**src/rtl/counter_basic_pkg.sv**
```systemverilog
// Shared defaults and helpers for the free-running counter_basic block.
package counter_basic_pkg;

  localparam int unsigned     COUNTER_DEFAULT_WIDTH = 8;
  localparam longint unsigned COUNTER_DEFAULT_STEP  = 1;

  // Largest value representable in `width` bits; 64-bit math keeps width=32 exact.
  function automatic longint unsigned counter_max(input int unsigned width);
    return (64'd1 << width) - 64'd1;
  endfunction

endpackage

```
**src/rtl/counter_basic_next.sv**
```systemverilog
// Combinational next-count and wrap detection for counter_basic.
module counter_basic_next
  import counter_basic_pkg::*;
#(
  parameter int unsigned     WIDTH     = COUNTER_DEFAULT_WIDTH,
  parameter longint unsigned STEP      = COUNTER_DEFAULT_STEP,
  parameter longint unsigned MAX_VALUE = counter_max(COUNTER_DEFAULT_WIDTH)
) (
  input  logic [WIDTH-1:0] cur,
  output logic [WIDTH-1:0] nxt,
  output logic             wrapped
);

  localparam logic [WIDTH:0] STEP_EXT = STEP[WIDTH:0];
  localparam logic [WIDTH:0] MAX_EXT  = MAX_VALUE[WIDTH:0];

  logic [WIDTH:0] sum;

  // The extra bit keeps cur+STEP from aliasing back below MAX_VALUE.
  always_comb begin
    sum     = {1'b0, cur} + STEP_EXT;
    wrapped = (sum > MAX_EXT);
    nxt     = wrapped ? '0 : sum[WIDTH-1:0];
  end

endmodule

```
**src/rtl/counter_basic.sv**
```systemverilog
// Free-running up-counter with async reset; wraps to zero past MAX_VALUE.
// Define COUNTER_BASIC_WRAP_PULSE_EN to add a registered one-cycle wrap pulse output.
module counter_basic
  import counter_basic_pkg::*;
#(
  parameter int unsigned     WIDTH     = COUNTER_DEFAULT_WIDTH,
  parameter longint unsigned STEP      = COUNTER_DEFAULT_STEP,
  parameter longint unsigned MAX_VALUE = counter_max(WIDTH)
) (
  input  logic             clk,
  input  logic             rst,
  output logic [WIDTH-1:0] count
`ifdef COUNTER_BASIC_WRAP_PULSE_EN
  ,
  output logic             wrap
`endif
);

  if (WIDTH < 2 || WIDTH > 32) begin : g_bad_width
    $error("counter_basic: WIDTH=%0d outside 2..32", WIDTH);
  end
  if (MAX_VALUE > counter_max(WIDTH)) begin : g_bad_max
    $error("counter_basic: MAX_VALUE=%0d does not fit in WIDTH=%0d", MAX_VALUE, WIDTH);
  end
  if (STEP < 1 || STEP > MAX_VALUE) begin : g_bad_step
    $error("counter_basic: STEP=%0d outside 1..MAX_VALUE(%0d)", STEP, MAX_VALUE);
  end

  logic [WIDTH-1:0] count_q, count_d;
  logic [WIDTH-1:0] next_count;
  logic             next_wrapped;

  counter_basic_next #(
    .WIDTH     (WIDTH),
    .STEP      (STEP),
    .MAX_VALUE (MAX_VALUE)
  ) u_next (
    .cur     (count_q),
    .nxt     (next_count),
    .wrapped (next_wrapped)
  );

  always_comb begin
    count_d = next_count;
  end

  always_ff @(posedge clk or posedge rst) begin
    if (rst) begin
      count_q <= '0;
    end else begin
      count_q <= count_d;
    end
  end

  assign count = count_q;

`ifdef COUNTER_BASIC_WRAP_PULSE_EN
  logic wrap_q, wrap_d;

  // High only for the 0 produced by wrapping, never for the 0 produced by reset.
  always_comb begin
    wrap_d = next_wrapped;
  end

  always_ff @(posedge clk or posedge rst) begin
    if (rst) begin
      wrap_q <= 1'b0;
    end else begin
      wrap_q <= wrap_d;
    end
  end

  assign wrap = wrap_q;
`else
  logic unused_next_wrapped;
  assign unused_next_wrapped = next_wrapped;
`endif

endmodule

```
**config.mk**
```make
export PLATFORM = sky130hd
export DESIGN_NAME = counter_basic
export DESIGN_NICKNAME = d
export VERILOG_FILES = /design/src/rtl/counter_basic_pkg.sv /design/src/rtl/counter_basic_next.sv /design/src/rtl/counter_basic.sv
export SDC_FILE = /design/constraint.sdc
export NUM_CORES = 1
export LEC_CHECK = 0
export ABC_AREA = 1
export CAP_MARGIN = 0
export CORE_AREA = 3 3 40 42
export DETAILED_ROUTE_END_ITERATION = 6
export DIE_AREA = 0 0 43 45
export PLACE_DENSITY = 0.7
export SETUP_SLACK_MARGIN = 0.4
export SYNTH_ARGS = -nofsm -noshare
export SYNTH_HDL_FRONTEND = slang
export SYNTH_SLANG_ARGS = --single-unit
```
**constraint.sdc**
```tcl
create_clock -name clk -period 2.48 [get_ports clk]
set_input_delay 0.496 -clock clk [delete_from_list [all_inputs] [get_ports clk]]
set_output_delay 0.496 -clock clk [all_outputs]
set_load 0.03 [all_outputs]
```
==> impl_metrics.env <==
export IMPL_cp_startpoint="count[2]$_DFF_PP0_"
export IMPL_core_area_mm2=0.001285
export IMPL_largest_reg_flops=8
export IMPL_drv_cap=0
export IMPL_synth_cell_type_count=11
export IMPL_crit_path_max_incr_delay_ps=710
export IMPL_worstHoldPathType="in -> async"
export IMPL_dieArea_mm2=0.001935
export IMPL_io_pins=10
export IMPL_htreeDepth=1
export IMPL_finalHoldViolCount=0
export IMPL_seq_area_frac_synth=0.4255
export IMPL_cp_depth=1
export IMPL_wl_met2_um=431
export IMPL_crit_path_end_kind="output pin"
export IMPL_ys_warn_count=0
export IMPL_slowest_stage="clkdlybuf4s50_1"
export IMPL_cts_clk_slew_worst_paths_ps=60
export IMPL_ir_drop_mv=0.2416
export IMPL_period_needed_ps=1883
export IMPL_antenna_left=0
export IMPL_layout_drive_gt1_share=0.07692
export IMPL_io_buffers=9
export IMPL_hpwl_um=717.3
export IMPL_grt_pass1_vias=419
export IMPL_num_vias=419
export IMPL_maxSlewHeadroom=0.7907
export IMPL_min_period_over_period=0.7593
export IMPL_setup_tns_ps=0
export IMPL_place_gp_congestion=0.7086
export IMPL_rows=13
export IMPL_synth_top_cell_by_area="dfrtp_1"
export IMPL_outcome="finished clean"
export IMPL_r2r_slack_ps=910
export IMPL_synth_seq_cells=8
export IMPL_path_cells="clkdlybuf4s50_1"
export IMPL_grt_antenna_before_repair=0
export IMPL_start_kind="flip-flop"
export IMPL_yosys_cell_count_top_type="nand2_1"
export IMPL_leakage_nw=0.3164
export IMPL_cp_max_fo=7
export IMPL_antennaDiodeCount=0
export IMPL_cts_hold_buf=0
export IMPL_vias_per_cell=4.505
export IMPL_clock_root_buffer="clkbuf_4"
export IMPL_cts_tree="done"
export IMPL_skew_ps=4.765
export IMPL_die_h_um=45
export IMPL_avgRoutedWirePerCell_um=9.591
export IMPL_p_per_area_mw_per_mm2=384.3
export IMPL_yosysTopAreaCellShare=0.4255
export IMPL_critPathBufInv=1
export IMPL_first_pass_iters=4
export IMPL_syn_area_per_cell_um2=7.128
export IMPL_wl_met3_um=40
export IMPL_n_fill_cell=136
export IMPL_synth_area_um2=470.5
export IMPL_grt_pass1_wl_um=1587
export IMPL_syn_inst=66
export IMPL_arrival_ps=1390
export IMPL_setup_viol=0
export IMPL_path_delay_family="buffers and inverters"
export IMPL_synth_commonest_cells="nand2_1 (17), inv_1 (14), nor2_1 (12)"
export IMPL_ys_top_cells_by_area="dfrtp_1 (43%), nand2_1 (14%), inv_1 (11%)"
export IMPL_grt_max_degree=9
export IMPL_rsz0062_at_grt="no"
export IMPL_path_class="reg -> out"
export IMPL_overflow=0
export IMPL_tightestPinTransition_ps=312.9
export IMPL_postCtsSetupBuffers=0
export IMPL_max_freq_mhz=531.1
export IMPL_cts_made_buffers=3
export IMPL_dr_max_layer_used="met3"
export IMPL_synthToLayoutAreaGrowth_pct=27.93
export IMPL_drc=0
export IMPL_synthFlopType="dfrtp_1"
export IMPL_die_w_um=43
export IMPL_crit_reg2reg_launch="count[0]$_DFF_PP0_"
export IMPL_ys_async_sr_fraction=1.000
export IMPL_start_util=0.3661
export IMPL_routed_wl_um=892
export IMPL_final_area_um2=601.8
export IMPL_clock_latency_ps=250
export IMPL_cp_endpoint="count[2]"
export IMPL_grt_usage=0.1078
export IMPL_drtIter0Drc=13
export IMPL_reg2regPathDepth=10
export IMPL_synth_edf_count=0
export IMPL_syn_nets=70
export IMPL_clockBufferDepth=2
export IMPL_nets=84
export IMPL_maxSlewViolCount=0
export IMPL_place_area_um2=579.3
export IMPL_drt_met1_wl_um=420
export IMPL_rr_endpoint="count[0]$_DFF_PP0_"
export IMPL_cp_required_ps=1980
export IMPL_cts_resized=0
export IMPL_cts_sinks=8
[cell families (layout without fill, tap and decap cells)]
group,after synthesis,in the layout,synth area share
flip-flops,8,8,0.4255
buffers and inverters,14,26,0.1117
adder cells (fa/ha/maj),2,2,0.05318
AO/OA/AOI/OAI,1,1,0.01596
AND/OR/NAND/NOR,41,41,0.3936
[routing by layer]
layer,vias up,global-route usage
li1,225,-
met1,186,0.1322
met2,8,0.1796
met3,0,0.02390
met4,0,0.05422
met5,-,0
[report_power, final]
| group | total, mW | switching [mW] | internal (mW) |
|---|---|---|---|
| sequential | 0.131 | 0 | 0.131 |
| clock | 0.0967 | 0.0415 | 0.0552 |
| combinational | 0.00396 | 0.00249 | 0.00147 |
| total | 0.231 | 0.0440 | 0.187 |
[layout make-up]
cell class / count / area (um^2) / area share
Timing Repair Buffer: 9 / 90.09 / 0.1497
Multi-Input combinational cell: 44 / 217.7 / 0.3617
Sequential cell: 8 / 200.2 / 0.3326
Clock buffer: 3 / 22.52 / 0.03742
Inverter: 14 / 52.55 / 0.08732
Tap cell: 15 / 18.77 / 0.03119
[cells in the final DEF (no fill, tap or decap)]
cell type and n:
clkbuf_4 3, inv_1 14, dfrtp_1 8, nand4_1 2, nand3_1 7, o21bai_1 1
nand2_1 17, ha_1 2, nor2_1 12, nand2_2 1, clkdlybuf4s50_1 9, nand2_4 1
nor2_4 1
[how the worst min path moves through the flow]
stage,end,slack (ps),start,depth (start not counted)
2_1_floorplan,count[0]$_DFF_PP0_,310,rst,1
3_3_place_gp,count[0]$_DFF_PP0_,540,count[0]$_DFF_PP0_,1
3_5_place_dp,count[0]$_DFF_PP0_,550,count[0]$_DFF_PP0_,1
4_1_cts,count[7]$_DFF_PP0_,500,rst,2
5_1_grt,count[0]$_DFF_PP0_,530,rst,2
6_report,count[5]$_DFF_PP0_,480,rst,2
[per-stage QoR]
step	hold slack (ps)	worst slack [ps]	util	total power [mW]	instances
6_report	484.3	597.1	0.4684	0.2313	93
5_1_grt	525.6	530.8	0.4684	0.2389	93
4_1_cts	496.8	581.4	0.4684	0.2324	93
3_5_place_dp	547.3	847.8	0.4508	0.1371	90
3_3_place_gp	542.5	855.8	0.4508	0.1371	90
2_1_floorplan	311.7	813.2	-	0.1349	66
Note: power is estimated with default switching activity, not from simulation.
